$ cat config.mk
export PLATFORM = sky130hd
export DESIGN_NAME = unified_mem_arbiter
export DESIGN_NICKNAME = d
export VERILOG_FILES = /design/src/rtl/unified_mem_arbiter.sv
export SDC_FILE = /design/constraint.sdc
export NUM_CORES = 1
export LEC_CHECK = 0
export BUFFER_PORTS_ARGS = -buffer_cell sky130_fd_sc_hd__buf_2
export CAP_MARGIN = 10
export CORE_ASPECT_RATIO = 0.5
export CORE_UTILIZATION = 34
export CTS_CLUSTER_SIZE = 10
export DETAILED_ROUTE_END_ITERATION = 16
export PLACE_DENSITY = 0.64
export SLEW_MARGIN = 0
export SYNTH_ARGS = -nofsm -noshare
export SYNTH_HDL_FRONTEND = slang
export SYNTH_SLANG_ARGS = --single-unit
export TNS_END_PERCENT = 5
$ cat constraint.sdc
create_clock -name clk -period 4.23 [get_ports clk]
set_clock_uncertainty 0.05 [all_clocks]
set_input_delay 0.423 -clock clk [delete_from_list [all_inputs] [get_ports clk]]
set_output_delay 0.423 -clock clk [all_outputs]
set_load 0.05 [all_outputs]
$ cat src/rtl/unified_mem_arbiter.sv
// Arbitrates a single-port RAM between fetch (read-only) and memory-stage (LW/SW) requesters.
// Reads take LAT+2 cycles and writes 3 cycles from request to ready; requesters hold their request and stall until ready.
module unified_mem_arbiter #(
  parameter int AW  = 8,
  parameter int DW  = 16,
  parameter int LAT = 2
) (
  input  logic          clk,
  input  logic          rst,
  input  logic          if_req,
  input  logic [AW-1:0] if_addr,
  output logic          if_ready,
  output logic [DW-1:0] if_rdata,
  input  logic          mem_rd,
  input  logic          mem_wr,
  input  logic [AW-1:0] mem_addr,
  input  logic [DW-1:0] mem_wdata,
  output logic          mem_ready,
  output logic [DW-1:0] mem_rdata,
  output logic          ram_en,
  output logic          ram_we,
  output logic [AW-1:0] ram_addr,
  output logic [DW-1:0] ram_wdata,
  input  logic [DW-1:0] ram_rdata,
  output logic          stall
);

  localparam logic [1:0] S_IDLE  = 2'd0;
  localparam logic [1:0] S_ISSUE = 2'd1;
  localparam logic [1:0] S_WAIT  = 2'd2;
  localparam logic [1:0] S_RESP  = 2'd3;

  localparam logic GNT_IF  = 1'b0;
  localparam logic GNT_MEM = 1'b1;

  localparam logic [2:0] CNT_INIT = 3'(LAT - 1);

  logic [1:0]    state_q, state_d;
  logic [2:0]    cnt_q, cnt_d;
  logic          gnt_q, gnt_d;
  logic          wr_q, wr_d;
  logic          last_grant_q, last_grant_d;
  logic          if_ready_q, if_ready_d;
  logic          mem_ready_q, mem_ready_d;
  logic [DW-1:0] if_rdata_q, if_rdata_d;
  logic [DW-1:0] mem_rdata_q, mem_rdata_d;
  logic          ram_en_q, ram_en_d;
  logic          ram_we_q, ram_we_d;
  logic [AW-1:0] ram_addr_q, ram_addr_d;
  logic [DW-1:0] ram_wdata_q, ram_wdata_d;

  logic if_pend;
  logic mem_pend;
  logic pick_mem;

  // A port whose ready is pulsing has just been served and must not be re-granted this cycle.
  assign if_pend  = if_req & ~if_ready_q;
  assign mem_pend = (mem_rd | mem_wr) & ~mem_ready_q;
  assign pick_mem = mem_pend & (~if_pend | (last_grant_q != GNT_MEM));

  always_comb begin
    state_d      = state_q;
    cnt_d        = cnt_q;
    gnt_d        = gnt_q;
    wr_d         = wr_q;
    last_grant_d = last_grant_q;
    if_ready_d   = 1'b0;
    mem_ready_d  = 1'b0;
    if_rdata_d   = if_rdata_q;
    mem_rdata_d  = mem_rdata_q;
    ram_en_d     = 1'b0;
    ram_we_d     = 1'b0;
    ram_addr_d   = ram_addr_q;
    ram_wdata_d  = ram_wdata_q;

    case (state_q)
      S_IDLE: begin
        if (if_pend | mem_pend) begin
          // Write wins over read when the memory stage raises both.
          gnt_d       = pick_mem;
          wr_d        = pick_mem & mem_wr;
          ram_en_d    = 1'b1;
          ram_we_d    = pick_mem & mem_wr;
          ram_addr_d  = pick_mem ? mem_addr : if_addr;
          ram_wdata_d = pick_mem ? mem_wdata : ram_wdata_q;
          state_d     = S_ISSUE;
        end
      end
      S_ISSUE: begin
        cnt_d = CNT_INIT;
        if (wr_q || (LAT == 1)) begin
          state_d = S_RESP;
        end else begin
          state_d = S_WAIT;
        end
      end
      S_WAIT: begin
        cnt_d = cnt_q - 3'd1;
        if (cnt_q == 3'd1) begin
          state_d = S_RESP;
        end
      end
      S_RESP: begin
        if (!wr_q) begin
          if (gnt_q == GNT_MEM) begin
            mem_rdata_d = ram_rdata;
          end else begin
            if_rdata_d = ram_rdata;
          end
        end
        if (gnt_q == GNT_MEM) begin
          mem_ready_d = 1'b1;
        end else begin
          if_ready_d = 1'b1;
        end
        last_grant_d = gnt_q;
        state_d      = S_IDLE;
      end
      default: state_d = S_IDLE;
    endcase
  end

  always_ff @(posedge clk) begin
    if (rst) begin
      state_q      <= S_IDLE;
      cnt_q        <= 3'd0;
      gnt_q        <= GNT_IF;
      wr_q         <= 1'b0;
      last_grant_q <= GNT_IF;
      if_ready_q   <= 1'b0;
      mem_ready_q  <= 1'b0;
      if_rdata_q   <= '0;
      mem_rdata_q  <= '0;
      ram_en_q     <= 1'b0;
      ram_we_q     <= 1'b0;
      ram_addr_q   <= '0;
      ram_wdata_q  <= '0;
    end else begin
      state_q      <= state_d;
      cnt_q        <= cnt_d;
      gnt_q        <= gnt_d;
      wr_q         <= wr_d;
      last_grant_q <= last_grant_d;
      if_ready_q   <= if_ready_d;
      mem_ready_q  <= mem_ready_d;
      if_rdata_q   <= if_rdata_d;
      mem_rdata_q  <= mem_rdata_d;
      ram_en_q     <= ram_en_d;
      ram_we_q     <= ram_we_d;
      ram_addr_q   <= ram_addr_d;
      ram_wdata_q  <= ram_wdata_d;
    end
  end

  assign if_ready  = if_ready_q;
  assign if_rdata  = if_rdata_q;
  assign mem_ready = mem_ready_q;
  assign mem_rdata = mem_rdata_q;
  assign ram_en    = ram_en_q;
  assign ram_we    = ram_we_q;
  assign ram_addr  = ram_addr_q;
  assign ram_wdata = ram_wdata_q;

  assign stall = (if_req & ~if_ready_q) | ((mem_rd | mem_wr) & ~mem_ready_q);

endmodule
==> results.txt <==
Once detail routing completed, the nets flagged for antenna violations numbered 0. The commonest cells after synthesis are nand2_1, dfxtp_1, a21oi_1. The number of DRC markers in iteration 0 came out at 102.

At the end of the flow, the number of nets in the layout was 495. The leakage dissipation is 1.66 nW. The placed standard-cell area is 0.00346 mm2. The CTS buffer count is 9. The fraction of met2 tracks used by global routing is 28.6%. By instance count, the leading cell after synthesis is nand2_1. The critical path endpoint category is a flop. The average instance in the mapped netlist occupies 8.57 um2. The largest buffer count on any clock path is 2. For flop-to-flop paths, the worst setup slack is around 1700 ps.

The most critical setup path has its startpoint at state_q[0]. The critical setup path kind is flop to flop. For this run, the leading register cell type out of synthesis is dfxtp_1. The first-pass iteration count of the detailed router came out at 4. Once the clock tree was built, the setup fixing pass inserted 0 buffers. The busiest layer in global routing is met2.

The wire length of the first global-routing pass is roughly 13000 um. The number of cells on the worst reg-to-reg path is 5. Counting flops and latches in the post-synthesis netlist gives 68.

The worst vdd rail ir drop came out at 342 uV. The pin count of the biggest net entering global routing came out at 40. The average via count per standard cell came out at 4.98.

The die extent in y came out at 67.5 um. The number of placed cells counting well taps is 536. The routed length per instance came out at approximately 14 um. The depth of the worst hold-timing path came out at 3.

The max-slew headroom at the worst pin came out at 25.5%. After synthesis, the cell types taking the most area are dfxtp_1, a21oi_1, nand2_1, o31ai_1, nand4_1. The final hold violation count was 0. The path class of the tightest hold or removal check is input port to flop. The final setup violation count came out at 0. Power comes to around 2.6 mW. The critical path launch point type is a flop. The remaining global-route overflow came out at 0. The floorplan die area is approximately 0.0090 mm2. The number of max-cap violations is 0.

The final weighted congestion of routability-driven global placement came out at a little under 0.8. The number of global-route vias before repair is 2469. The H-tree depth reported by CTS is 3.

The share of the synthesized area in the top cell type came out at 46.7%. After clock tree synthesis, the clock-pin slew on the worst setup and hold paths is 60 ps. The row count came out at 23. The termination of the worst setup path is ram_addr[0]. The number of synthesized flops with an enable pin came out at 0.

The cell taking the most area after synthesis is dfxtp_1. The flow ran to the end, and the final reports show no timing, DRC or antenna violations. The antenna cell count is 0. The number of port buffers is between 100 and 150. After clock tree synthesis, the flow added hold-fix buffers numbering 0. The transition time of the tightest slew-check pin came out at 1110 ps. The fraction of registers with async set or reset after synthesis is 0%. The tree is rooted in a clkbuf_16. The die width came out at 133 um.

The met3 usage is 4.65%. The number of antenna violations at the first check in global routing is 0. The initial core utilization is about 36%. The maximum fanout along the worst path is 24. Setup repair after global routing left no endpoint under its margin. The overall track demand over capacity in global routing is about 18%.

The sequential share of the synthesized area came out at between 40% and 50%. After routing, the total negative slack on setup checks comes to 0 ps. The layout overhead on the synthesized area came out at 30.7%. The data arrival time of the worst path came out at roughly 2700 ps. After technology mapping, the gate count stands at between 300 and 400. The clock latency on the worst-skew pair came out at 330 ps. The area of the core is 0.00814 mm2.

The synthesized netlist net count is 400. The worst flop-to-flop path startpoint is state_q[0]. The sum of net half-perimeters after detailed placement came out at 5270 um. In this run the count of I/O pins placed on the die edge is 114. TritonCTS built the clock tree. The required time at the endpoint of the critical path came out at about 4400 ps. The mapped netlist covers 0.00291 mm2. In the global route stage, met1 resource usage came out at 23.6%. Based on the critical path, the design can be clocked at up to 0.402 GHz. The share of the clock period used by the worst path came out at 58.9%. The overall routed net length is 7840 um. The total non-filler cell area in the finished layout came out at 0.00381 mm2. After the flow finishes, the layout carries non-filler instances totaling 552. The fraction of layout instances using a drive strength above 1 is 30.9%.

In this run the critical register-to-register path is captured at ram_addr[0]. The power per unit of standard cell area is 678 mW/mm2. The via count of the routed design came out at 2747.

The number of gates resized after CTS came out at 0. The final critical delay including setup and external delays came out at 2490 ps. The post-detailed-route DRC marker count is 0. The tree built by TritonCTS fans out to 68 sinks. The number of warnings issued by yosys is 0. The unique cell type count in the Yosys netlist is 40. The max-slew violation count came to 0.
==> flip-flops by register name (all words and copies together), names as in the netlist <==
| signal | flops |
|---|---|
| last_grant_q | 1 |
| mem_ready | 1 |
| ram_addr | 8 |
| if_rdata | 16 |
| gnt_q | 1 |
| ram_wdata | 16 |
| mem_rdata | 16 |
| state_q | 2 |
| ram_en | 1 |
| if_ready | 1 |
| ram_we | 1 |
| wr_q | 1 |
| cnt_q | 3 |
==> per-layer routing <==
layer	wire [um]	part of all wire, %
met5	0	0
met4	59	0.75
met3	407	5.2
met2	3620	46
met1	3760	48
==> where the power goes <==
group	leakage (nW)	internal, mW	switching, mW
clock network	0.163	0.580	0.291
registers	0.555	0.757	0.0777
logic	0.945	0.230	0.647
==> final cells by class <==
| type | instances | area [um2] |
|---|---|---|
| Timing Repair Buffer | 114 | 573 |
| Sequential cell | 68 | 1360 |
| Clock buffer | 9 | 225 |
| Tap cell | 112 | 140 |
| Fill cell | 823 | 4340 |
| Multi-Input combinational cell | 235 | 1360 |
| Clock inverter | 7 | 123 |
| Inverter | 7 | 26.3 |
==> logic make-up (layout without fill, tap and decap cells) <==
kind of cell / after synthesis / count (layout) / synth area share [%]
DFF: 68 / 68 / 46.7
AOI/OAI and AO/OA: 103 / 103 / 22.2
muxes: 2 / 2 / 0.687
adders and majority gates: 7 / 7 / 3.01
and+or+nand+nor: 123 / 123 / 20.8
buffers and inverters: 37 / 137 / 6.61
==> worst min-delay path by stage <==
| stage | start | endpoint | slack (ps) |
|---|---|---|---|
| floorplan | cnt_q[1] | cnt_q[1] | 390 |
| global placement | mem_rdata[14] | mem_rdata[14] | 390 |
| detailed placement | mem_rdata[5] | mem_rdata[5] | 390 |
| CTS | ram_rdata[7] | if_rdata[7] | 280 |
| global route | ram_rdata[7] | if_rdata[7] | 280 |
| finish | mem_wdata[10] | ram_wdata[10] | 290 |
==> cell usage in the layout, fill, tap and decap left out, drive strengths merged, types with 2 or more instances in the layout <==
cell / synthesis / routed
inv: 7 / 9
nor2: 4 / 4
nand2: 70 / 70
a311oi: 8 / 8
bufinv: 0 / 3
nand2b: 4 / 4
clkinvlp: 0 / 2
dfxtp: 68 / 68
nand3: 11 / 11
ha: 7 / 7
nor2b: 3 / 3
nand3b: 4 / 4
a211oi: 8 / 8
o21ai: 10 / 10
nand4: 17 / 17
o31ai: 17 / 17
clkbuf: 7 / 9
a21oi: 55 / 55
nor3b: 2 / 2
o211ai: 2 / 2
mux2i: 2 / 2
and3b: 3 / 3
buf: 23 / 114
==> through the flow <==
step	worst slack [ps]	utilization (%)	hold slack [ps]
after CTS	1780	46.8	284
after floorplan	2320	-	389
after global placement	1900	42.5	390
after global routing	1560	46.8	283
final	1740	46.8	290
after detailed placement	1820	42.5	394
==> worst max-delay path, stage by stage, from the launching register on <==
cell and delay (ps):
dfxtp_1 350, inv_1 120, ha_1 740, nor2b_1 630
a211oi_1 180, a311oi_1 300
Note: power is estimated with default switching activity, not from simulation.
